[src/rtl/game_viewport_pkg.sv]
// Shared types and default geometry for the game viewport scaler.
package game_viewport_pkg;

    localparam int unsigned SCREEN_WIDTH   = 640;
    localparam int unsigned SCREEN_HEIGHT  = 480;
    localparam int unsigned MAX_ZOOM_LOG2  = 3;
    localparam int unsigned WORLD_WIDTH    = SCREEN_WIDTH << MAX_ZOOM_LOG2;
    localparam int unsigned WORLD_HEIGHT   = SCREEN_HEIGHT << MAX_ZOOM_LOG2;
    localparam int unsigned ZOOM_WIDTH     = $clog2(MAX_ZOOM_LOG2 + 1);
    localparam int unsigned GAME_RGB_WIDTH = 3;

    typedef logic [ZOOM_WIDTH-1:0] zoom_t;

    typedef struct packed {
        logic r;
        logic g;
        logic b;
    } rgb_t;

endpackage

[src/rtl/game_key_edge_strobe.sv]
// Key group front end: 2-flop synchroniser, rising-edge detect and a
// free-running repeat strobe that pulses once per counter wrap.
module game_key_edge_strobe
    import game_viewport_pkg::*;
#(
    parameter int unsigned WIDTH    = 1,
    parameter int unsigned STROBE_W = 20
) (
    input  logic             clk,
    input  logic             rst,
    input  logic [WIDTH-1:0] i_keys,
    output logic [WIDTH-1:0] o_level,
    output logic [WIDTH-1:0] o_rise,
    output logic             o_tick
);

    logic [WIDTH-1:0]    r_meta;
    logic [WIDTH-1:0]    r_sync;
    logic [WIDTH-1:0]    r_prev;
    logic [WIDTH-1:0]    r_rise;
    logic [STROBE_W-1:0] r_cnt;
    logic                r_tick;

    always_ff @(posedge clk or negedge rst) begin
        if (!rst) begin
            r_meta <= '0;
            r_sync <= '0;
            r_prev <= '0;
            r_rise <= '0;
            r_cnt  <= '0;
            r_tick <= 1'b0;
        end else begin
            r_meta <= i_keys;
            r_sync <= r_meta;
            r_prev <= r_sync;
            r_rise <= r_sync & ~r_prev;
            r_cnt  <= r_cnt + STROBE_W'(1);
            r_tick <= &r_cnt;
        end
    end

    assign o_level = r_sync;
    assign o_rise  = r_rise;
    assign o_tick  = r_tick;

endmodule

[src/rtl/game_viewport_scaler.sv]
// Screen-to-world viewport with runtime zoom-out and pan, committed at frame start.
// Optional GAME_VIEWPORT_BORDER_EN: paints world-edge pixels white while zoomed out.
module game_viewport_scaler
    import game_viewport_pkg::*;
#(
    parameter int unsigned clk_mhz       = 50,
    parameter int unsigned screen_width  = SCREEN_WIDTH,
    parameter int unsigned screen_height = SCREEN_HEIGHT,
    parameter int unsigned max_zoom_log2 = MAX_ZOOM_LOG2,
    parameter int unsigned pan_step      = 8,
    parameter int unsigned strobe_width  = $clog2(clk_mhz * 1000000) - 6,
    parameter int unsigned w_red         = 4,
    parameter int unsigned w_green       = 4,
    parameter int unsigned w_blue        = 4,
    parameter int unsigned w_x           = $clog2(screen_width),
    parameter int unsigned w_y           = $clog2(screen_height),
    parameter int unsigned w_gx          = w_x + max_zoom_log2,
    parameter int unsigned w_gy          = w_y + max_zoom_log2
) (
    input  logic                                 clk,
    input  logic                                 rst,
    input  logic                                 zoom_in_key,
    input  logic                                 zoom_out_key,
    input  logic [3:0]                           pan_keys,
    input  logic                                 display_on,
    input  logic [w_x-1:0]                       x,
    input  logic [w_y-1:0]                       y,
    output logic [w_gx-1:0]                      game_x,
    output logic [w_gy-1:0]                      game_y,
    output logic                                 game_display_on,
    input  logic [GAME_RGB_WIDTH-1:0]            game_rgb,
    output logic [w_red-1:0]                     red,
    output logic [w_green-1:0]                   green,
    output logic [w_blue-1:0]                    blue,
    output logic [$clog2(max_zoom_log2+1)-1:0]   zoom_level
);

    localparam int unsigned W_ZOOM  = $clog2(max_zoom_log2 + 1);
    localparam int unsigned W_SX    = w_gx + 1;
    localparam int unsigned W_SY    = w_gy + 1;
    localparam int unsigned WORLD_W = screen_width << max_zoom_log2;
    localparam int unsigned WORLD_H = screen_height << max_zoom_log2;

    logic [1:0] w_zoom_rise;
    logic [1:0] w_zoom_unused_level;
    logic       w_zoom_unused_tick;
    logic [3:0] w_pan_level;
    logic [3:0] w_pan_unused_rise;
    logic       w_pan_tick;

    game_key_edge_strobe #(.WIDTH(2), .STROBE_W(strobe_width)) u_zoom_keys (
        .clk     (clk),
        .rst     (rst),
        .i_keys  ({zoom_out_key, zoom_in_key}),
        .o_level (w_zoom_unused_level),
        .o_rise  (w_zoom_rise),
        .o_tick  (w_zoom_unused_tick)
    );

    game_key_edge_strobe #(.WIDTH(4), .STROBE_W(strobe_width)) u_pan_keys (
        .clk     (clk),
        .rst     (rst),
        .i_keys  (pan_keys),
        .o_level (w_pan_level),
        .o_rise  (w_pan_unused_rise),
        .o_tick  (w_pan_tick)
    );

    logic [W_ZOOM-1:0] r_zoom_p, r_zoom_c, w_zoom_nx, w_zoom_eff;
    logic [w_gx-1:0]   r_off_x_p, r_off_x_c, w_off_x_nx, w_off_x_eff, w_max_x;
    logic [w_gy-1:0]   r_off_y_p, r_off_y_c, w_off_y_nx, w_off_y_eff, w_max_y;
    logic [W_SX-1:0]   w_sum_x;
    logic [W_SY-1:0]   w_sum_y;
    logic              w_frame_start;

    // Pending zoom/offset: key steps, then saturate against the new zoom's window.
    always_comb begin
        w_zoom_nx = r_zoom_p;
        if (w_zoom_rise == 2'b10 && r_zoom_p != W_ZOOM'(max_zoom_log2))
            w_zoom_nx = r_zoom_p + W_ZOOM'(1);
        else if (w_zoom_rise == 2'b01 && r_zoom_p != '0)
            w_zoom_nx = r_zoom_p - W_ZOOM'(1);

        w_max_x = w_gx'(WORLD_W) - (w_gx'(screen_width) << w_zoom_nx);
        w_max_y = w_gy'(WORLD_H) - (w_gy'(screen_height) << w_zoom_nx);

        w_sum_x = {1'b0, r_off_x_p};
        if (w_pan_tick && w_pan_level[0] && !w_pan_level[1])
            w_sum_x = w_sum_x + W_SX'(pan_step);
        else if (w_pan_tick && w_pan_level[1] && !w_pan_level[0])
            w_sum_x = (r_off_x_p >= w_gx'(pan_step)) ? w_sum_x - W_SX'(pan_step) : '0;

        w_sum_y = {1'b0, r_off_y_p};
        if (w_pan_tick && w_pan_level[2] && !w_pan_level[3])
            w_sum_y = w_sum_y + W_SY'(pan_step);
        else if (w_pan_tick && w_pan_level[3] && !w_pan_level[2])
            w_sum_y = (r_off_y_p >= w_gy'(pan_step)) ? w_sum_y - W_SY'(pan_step) : '0;

        w_off_x_nx = (w_sum_x > {1'b0, w_max_x}) ? w_max_x : w_sum_x[w_gx-1:0];
        w_off_y_nx = (w_sum_y > {1'b0, w_max_y}) ? w_max_y : w_sum_y[w_gy-1:0];
    end

    // The frame-start pixel itself already uses the values being committed.
    assign w_frame_start = display_on && (x == '0) && (y == '0);
    assign w_zoom_eff    = w_frame_start ? r_zoom_p  : r_zoom_c;
    assign w_off_x_eff   = w_frame_start ? r_off_x_p : r_off_x_c;
    assign w_off_y_eff   = w_frame_start ? r_off_y_p : r_off_y_c;

    always_ff @(posedge clk or negedge rst) begin
        if (!rst) begin
            r_zoom_p  <= '0;
            r_off_x_p <= '0;
            r_off_y_p <= '0;
            r_zoom_c  <= '0;
            r_off_x_c <= '0;
            r_off_y_c <= '0;
        end else begin
            r_zoom_p  <= w_zoom_nx;
            r_off_x_p <= w_off_x_nx;
            r_off_y_p <= w_off_y_nx;
            if (w_frame_start) begin
                r_zoom_c  <= r_zoom_p;
                r_off_x_c <= r_off_x_p;
                r_off_y_c <= r_off_y_p;
            end
        end
    end

    logic [w_gx-1:0] w_game_x_nx, r_game_x;
    logic [w_gy-1:0] w_game_y_nx, r_game_y;
    logic            r_disp_d1;

    assign w_game_x_nx = w_off_x_eff + (w_gx'(x) << w_zoom_eff);
    assign w_game_y_nx = w_off_y_eff + (w_gy'(y) << w_zoom_eff);

    always_ff @(posedge clk or negedge rst) begin
        if (!rst) begin
            r_game_x  <= '0;
            r_game_y  <= '0;
            r_disp_d1 <= 1'b0;
        end else begin
            r_game_x  <= w_game_x_nx;
            r_game_y  <= w_game_y_nx;
            r_disp_d1 <= display_on;
        end
    end

`ifdef GAME_VIEWPORT_BORDER_EN
    logic w_edge, r_edge_d1;

    // Edge flag rides alongside stage 1 so the border adds no latency.
    assign w_edge = (w_zoom_eff != '0) &&
                    (w_game_x_nx == '0 || w_game_x_nx == w_gx'(WORLD_W - 1) ||
                     w_game_y_nx == '0 || w_game_y_nx == w_gy'(WORLD_H - 1));

    always_ff @(posedge clk or negedge rst) begin
        if (!rst) r_edge_d1 <= 1'b0;
        else      r_edge_d1 <= w_edge;
    end
`endif

    rgb_t               w_rgb;
    logic [w_red-1:0]   w_red_nx, r_red;
    logic [w_green-1:0] w_green_nx, r_green;
    logic [w_blue-1:0]  w_blue_nx, r_blue;

    always_comb begin
        w_rgb      = rgb_t'(game_rgb);
        w_red_nx   = '0;
        w_green_nx = '0;
        w_blue_nx  = '0;
        if (r_disp_d1) begin
            w_red_nx   = {w_red{w_rgb.r}};
            w_green_nx = {w_green{w_rgb.g}};
            w_blue_nx  = {w_blue{w_rgb.b}};
`ifdef GAME_VIEWPORT_BORDER_EN
            if (r_edge_d1) begin
                w_red_nx   = '1;
                w_green_nx = '1;
                w_blue_nx  = '1;
            end
`endif
        end
    end

    always_ff @(posedge clk or negedge rst) begin
        if (!rst) begin
            r_red   <= '0;
            r_green <= '0;
            r_blue  <= '0;
        end else begin
            r_red   <= w_red_nx;
            r_green <= w_green_nx;
            r_blue  <= w_blue_nx;
        end
    end

    assign game_x          = r_game_x;
    assign game_y          = r_game_y;
    assign game_display_on = r_disp_d1;
    assign red             = r_red;
    assign green           = r_green;
    assign blue            = r_blue;
    assign zoom_level      = r_zoom_c;

endmodule

[config.mk]
export PLATFORM = sky130hd
export DESIGN_NAME = game_viewport_scaler
export DESIGN_NICKNAME = d
export VERILOG_FILES = /design/src/rtl/game_viewport_pkg.sv /design/src/rtl/game_key_edge_strobe.sv /design/src/rtl/game_viewport_scaler.sv
export SDC_FILE = /design/constraint.sdc
export NUM_CORES = 1
export LEC_CHECK = 0
export ABC_AREA = 1
export BUFFER_PORTS_ARGS = -buffer_cell sky130_fd_sc_hd__buf_4
export CAP_MARGIN = 20
export CORE_UTILIZATION = 57
export CTS_BUF_LIST = sky130_fd_sc_hd__clkbuf_8
export CTS_CLUSTER_SIZE = 30
export DETAILED_ROUTE_END_ITERATION = 16
export PLACE_DENSITY = 0.8
export SLEW_MARGIN = 20
export SYNTH_ARGS = -nofsm -noshare
export SYNTH_HDL_FRONTEND = slang
export SYNTH_HIERARCHICAL = 1
export SYNTH_SLANG_ARGS = --single-unit
[constraint.sdc]
create_clock -name clk -period 3 [get_ports clk]
set_input_delay 0.15 -clock clk [delete_from_list [all_inputs] [get_ports clk]]
set_output_delay 0.15 -clock clk [all_outputs]
set_load 0.03 [all_outputs]
Word-level counts from Yosys, hierarchy flattened
Cells that the tools add are included.
- add/sub/neg operators: 11
- magnitude comparators: 4
- equality and inequality tests: 3
- shift-type cells: 4
- muxes and demuxes: 16
- bitwise gates (word level): 2
- reduce and logical (&&, ||, !) cells: 20
- operator list (operator ; number):
    13-bit two-way mux ; 5
    14-bit two-way mux ; 3
    12-bit two-way mux ; 2
    20-bit by 1-bit adder with 20-bit output, second input constant ; 1
    20-bit AND reduction ; 1
    13-bit by 4-bit adder with 14-bit output, second input constant ; 1
    14-bit by 13-bit greater-than comparator with 1-bit output ; 1
    13-bit by 4-bit subtractor with 14-bit output, second input constant ; 1
    12-bit by 4-bit adder with 13-bit output, second input constant ; 1
    13-bit adder ; 1
    13-bit by 4-bit >= comparator with 1-bit output, second input constant ; 1
    13-bit by 12-bit greater-than comparator with 1-bit output ; 1
    10-bit by 2-bit << shifter with 13-bit output ; 1
    10-bit by 2-bit << shifter with 13-bit output, first input constant ; 1
    12-bit by 4-bit subtractor with 13-bit output, second input constant ; 1
    13-bit subtractor, first input constant ; 1
    12-bit adder ; 1
    12-bit by 4-bit >= comparator with 1-bit output, second input constant ; 1
    1-bit logical AND ; 12
    4-bit two-way mux ; 3
    9-bit by 2-bit << shifter with 12-bit output ; 1
    9-bit by 2-bit << shifter with 12-bit output, first input constant ; 1
    12-bit subtractor, first input constant ; 1
    10-bit logical NOT ; 1
    11 further kinds ; 16
- register bits: 129
- bits of input ports: 31
- output and inout bits: 40
- logic and storage cells: 80

Longest topological paths before layout
- depth after elaboration: 8
- mapped depth: 23

Cells and area by module
The synthesis kept the hierarchy.
- by module, submodules not included (module ; instances ; cells each ; area each (µm²)):
    game_viewport_scaler ; 1 ; 788 ; 5939.4
    game_key_edge_strobe (u_pan_keys) ; 1 ; 136 ; 1426.4
    game_key_edge_strobe (u_zoom_keys) ; 1 ; 127 ; 1239.9

Worst setup path after synthesis
OpenSTA, ideal clock, no wires.
- path type: reg-to-reg
- start: register r_zoom_p[0]
- end: register r_off_y_p[10]
- library setup time: 0.117 ns
- arrival time: 3.042 ns
- data required time: 2.883 ns
- setup slack: -0.159 ns
- stages on the path, launching flop included: 23
- path buffers: 1
- period minus slack after synthesis: 3.159 ns
- cells stage by stage: dfrtp_1 -> inv_1 -> ha_1 -> nor3_1 -> inv_1 -> nand2_1 -> o211ai_1 -> o21ai_1 -> inv_1 -> ha_1 -> xor2_1 -> inv_1 -> ha_1 -> nand2_1 -> nor3_1 -> nand3_1 -> nor2_1 -> nand2_1 -> nand2_4 -> nand2_2 -> buf_6 -> nand2_1 -> nand2_1
- cells in the longest elaborated chain, start to end: 8
- ends and longest elaborated chain (element ; line ; source):
    start: declaration ; game_viewport_scaler.sv:69 ; logic [W_ZOOM-1:0] r_zoom_p, r_zoom_c, w_zoom_nx, w_zoom_eff;
    start signal: assignment ; game_viewport_scaler.sv:118 ; r_zoom_p <= w_zoom_nx;
    parallel branches: the longest is 3 deep, another holds 2-bit by 1-bit subtractor with 2-bit output ; n/a ;
    2-bit two-way mux (*) ; game_viewport_scaler.sv:79 ; if (w_zoom_rise == 2'b10 && r_zoom_p != W_ZOOM'(max_zoom_log2))
    net w_zoom_nx[1] ; game_viewport_scaler.sv:69 ;
    9-bit by 2-bit << shifter with 12-bit output (*) ; game_viewport_scaler.sv:85 ; w_max_y = w_gy'(WORLD_H) - (w_gy'(screen_height) << w_zoom_nx);
    12-bit subtractor (*) ; game_viewport_scaler.sv:85 ;
    13-bit by 12-bit greater-than comparator with 1-bit output ; game_viewport_scaler.sv:100 ; w_off_y_nx = (w_sum_y > {1'b0, w_max_y}) ? w_max_y : w_sum_y[w_gy-1:0];
    12-bit two-way mux (*) ; game_viewport_scaler.sv:100 ;
    net w_off_y_nx[10] ; game_viewport_scaler.sv:71 ; logic [w_gy-1:0] r_off_y_p, r_off_y_c, w_off_y_nx, w_off_y_eff, w_max_y;
    end signal: assignment ; game_viewport_scaler.sv:120 ; r_off_y_p <= w_off_y_nx;
    end: declaration ; game_viewport_scaler.sv:71 ;
Mark *: on every way through the listed nets, which the timed path passes.

Worst setup path after layout
- start: register r_zoom_p[1]
- end: register r_off_y_p[5]
- cells in the longest elaborated chain, start to end: 8
- ends and longest elaborated chain (element ; line ; source):
    2-bit nonzero test ; game_viewport_scaler.sv:81 ; else if (w_zoom_rise == 2'b01 && r_zoom_p != '0)
    1-bit logical AND ; game_viewport_scaler.sv:81 ;
    2-bit two-way mux ; game_viewport_scaler.sv:81 ;
    2-bit two-way mux (*) ; game_viewport_scaler.sv:79 ;
    net w_zoom_nx[0] ; game_viewport_scaler.sv:69 ;
    9-bit by 2-bit << shifter with 12-bit output (*) ; game_viewport_scaler.sv:85 ;
    12-bit subtractor (*) ; game_viewport_scaler.sv:85 ;
    13-bit by 12-bit greater-than comparator with 1-bit output ; game_viewport_scaler.sv:100 ;
    12-bit two-way mux (*) ; game_viewport_scaler.sv:100 ;
    net w_off_y_nx[5] ; game_viewport_scaler.sv:71 ;
Mark *: on every way through the listed nets, which the timed path passes. The rest lies on a longest branch.

==> results.json <==
{
  "finalCriticalPeriod_ps": 2983,
  "fin_util_pct": 71.87,
  "cp-end-kind": "flip-flop",
  "cts_tree": "done",
  "start_util_pct": 58.25,
  "synth.cell_area_mm2": 0.007351,
  "clk_latency_ps": 440,
  "setup_viol": 0,
  "coreArea_mm2": 0.01262,
  "seq_power_share_pct": 29.2,
  "grt_use_total_pct": 27.09,
  "r2r_cells": 18,
  "setup_tns_ps": 0,
  "hold_end": "game_y[11]$_DFF_PN0_",
  "nNetsFinal": 1131,
  "place_area_mm2": 0.008376,
  "reg2reg_from": "r_zoom_p[1]$_DFF_PN0_",
  "timing.final.crit_share_pct": 99.44,
  "maxSlewHeadroom_pct": 54.73,
  "dp_hpwl_um": 12650,
  "avgViaCountPerCell": 5.268,
  "crit_arrival_ps": 3350,
  "p_leak_uw": 0.004644,
  "first_iter_violations": 389,
  "fin_cells": 1235,
  "clockRootBuffer": "clkbuf_8",
  "timing.rr.end": "r_off_y_p[5]$_DFF_PN0_",
  "fin_skew_ps": 14.37,
  "worstPathMaxFanout": 8,
  "worst-setup-path-type": "reg -> reg",
  "ys_warn_count": 6,
  "p_comb_share_pct": 45.6,
  "port_buffers": 70,
  "vdd_drop_max_uv": 502.7,
  "routedWlPerCell_um": 13.85,
  "cap_violations": 0,
  "postSynthNetCount": 1001,
  "htreeDepth": 4,
  "boundaryPins": 71,
  "grt_max_degree": 69,
  "vias": 6506,
  "hold_depth": 7,
  "worst_slew_pin_slew_ps": 679.0,
  "whs_ps": 241.8,
  "area_delta_synth_final_pct": 23.39,
  "p_clk_share_pct": 25.2,
  "startpoint_type": "flip-flop",
  "die_y_um": 115.6,
  "routed_wirelength_um": 17100,
  "die_x_um": 115.6,
  "power_density_mw_per_mm2": 708.2,
  "p_switching_uw": 2495,
  "dp.cells": 1191,
  "die_area_mm2": 0.01335,
  "synth_cells": 920,
  "ant_nets": 0,
  "worstHoldStart": "y[8]",
  "intPower_uw": 3928,
  "cts_sinks": 120,
  "status": "complete, no violations",
  "grt_pass1_wl_um": 27860,
  "clk_pin_slew_ps": 80,
  "reg2reg_setup_slack_ps": 20,
  "slew_viol_final": 0,
  "design_area_mm2": 0.009070,
  "finalHoldViolations": 0,
  "drive_gt1_share_pct": 20.98,
  "gp_congestion": 0.9701,
  "cts_buffers": 17,
  "switching_share_pct": 38.84,
  "drcViolationCount": 0,
  "syn_area_per_cell_um2": 7.990,
  "antenna_found_initial": 0,
  "cts_buffer_depth": 2,
  "row_count": 41,
  "rsz0062_at_grt": "yes",
  "worstPathRequired_ps": 3370,
  "grt.overflow.total": 0,
  "max_freq_mhz": 335.2,
  "diodes": 0,
  "min_path_type": "in -> reg",
  "firstDrtPassIters": 8,
  "grt_pass1_vias": 6080
}
-- cell type report --
type,instances,area (µm²)
Clock buffer,20,275.3
Clock inverter,12,172.7
Fill cell,985,3550
Inverter,119,447.9
Multi-Input combinational cell,656,3879
Sequential cell,120,3003
Tap cell,172,215.2
Timing Repair Buffer,136,1077
-- routing by layer --
| layer | up-vias | GRT usage (%) | wire, µm |
|---|---|---|---|
| met5 | - | 0 | 0 |
| met4 | 0 | 10.30 | 429 |
| met3 | 35 | 5.910 | 882 |
| met2 | 195 | 44.75 | 8338 |
| met1 | 3030 | 34.91 | 7450 |
| li1 | 3246 | - | - |
-- worst max-delay path, stage by stage, from the launching register on --
cell	delay, ps
dfrtp_1	420
ha_2	180
nand3b_1	230
nand2_2	130
xor2_2	160
inv_2	70
ha_4	290
xor2_2	170
inv_2	70
ha_4	270
nand2_2	50
nor3_2	180
nand3_1	90
nor2_1	90
nand2_1	100
nand2_4	110
buf_6	140
nand3_1	70
nand2_1	110
-- registers in the layout, summed over array words and instances (netlist names) --
name                 flops
u_zoom_keys/o_rise       2
r_zoom_p                 2
game_display_on          1
r_off_x_p               13
blue                     1
game_x                  13
u_pan_keys/r_cnt        20
zoom_level               2
red                      1
green                    1
game_y                  12
u_zoom_keys/r_prev       2
u_pan_keys/o_level       4
u_zoom_keys/o_level      2
u_pan_keys/r_meta        4
r_off_y_p               12
u_zoom_keys/r_meta       2
u_pan_keys/o_tick        1
r_off_x_c               13
r_off_y_c               12
-- metrics by stage --
step                      worst slack (ps)  power (µW)
after floorplan                      60.22        3589
after global placement               86.45        4284
after detailed placement            -93.26        4356
after CTS                            35.39        6080
after global routing                -134.3        6836
final                                16.94        6424
-- cells in the final DEF, fill, tap and decap left out, drive strengths merged --
master / count
clkinv: 6
nand4: 9
a221oi: 1
nand3: 73
xor2: 28
nor4: 1
o31ai: 1
a21o: 2
o21bai: 3
clkinvlp: 1
o211ai: 2
or2: 3
bufinv: 4
a211oi: 2
dfrtp: 120
nand2: 231
buf: 125
a21boi: 3
a21oi: 34
ha: 48
o21ai: 74
fa: 2
and3: 1
nand3b: 7
mux2i: 13
a22o: 1
a31oi: 2
nor2: 77
dlygate4sd3: 11
clkbuf: 20
nor3: 19
o2111ai: 2
inv: 120
xnor2: 13
o21a: 2
o22ai: 2
-- power groups by stage --
stage / Clock (µW) / Sequential [µW] / Combinational [µW]
3_3_place_gp: 0 / 1900 / 2390
3_5_place_dp: 0 / 1900 / 2460
4_1_cts: 1650 / 1870 / 2560
6_report: 1620 / 1880 / 2930
5_1_grt: 1720 / 1890 / 3230
2_1_floorplan: 0 / 1900 / 1680
-- worst max-delay path by stage --
stage / cells after the start / endpoint / start / slack (ps)
5_1_grt: 21 / r_off_y_p[8]$_DFF_PN0_ / r_zoom_p[1]$_DFF_PN0_ / -130
3_5_place_dp: 21 / r_off_y_p[5]$_DFF_PN0_ / r_zoom_p[1]$_DFF_PN0_ / -90
3_3_place_gp: 20 / r_off_y_p[11]$_DFF_PN0_ / r_zoom_p[1]$_DFF_PN0_ / 90
4_1_cts: 17 / r_off_x_p[8]$_DFF_PN0_ / r_zoom_p[1]$_DFF_PN0_ / 40
6_report: 18 / r_off_y_p[5]$_DFF_PN0_ / r_zoom_p[1]$_DFF_PN0_ / 20
2_1_floorplan: 21 / r_off_y_p[10]$_DFF_PN0_ / r_zoom_p[0]$_DFF_PN0_ / 60
-- timing repair --
item | in CTS | in global routing
hold endpoints to repair | 62 | 0
buffers inserted | 1 | 0
hold buffers | 11 | 0
gates cloned | 0 | 0
gates resized for setup | 4 | 35
setup endpoints to repair | 12 | 32
pin swaps | 0 | 18
(Power assumes the default switching activity.)
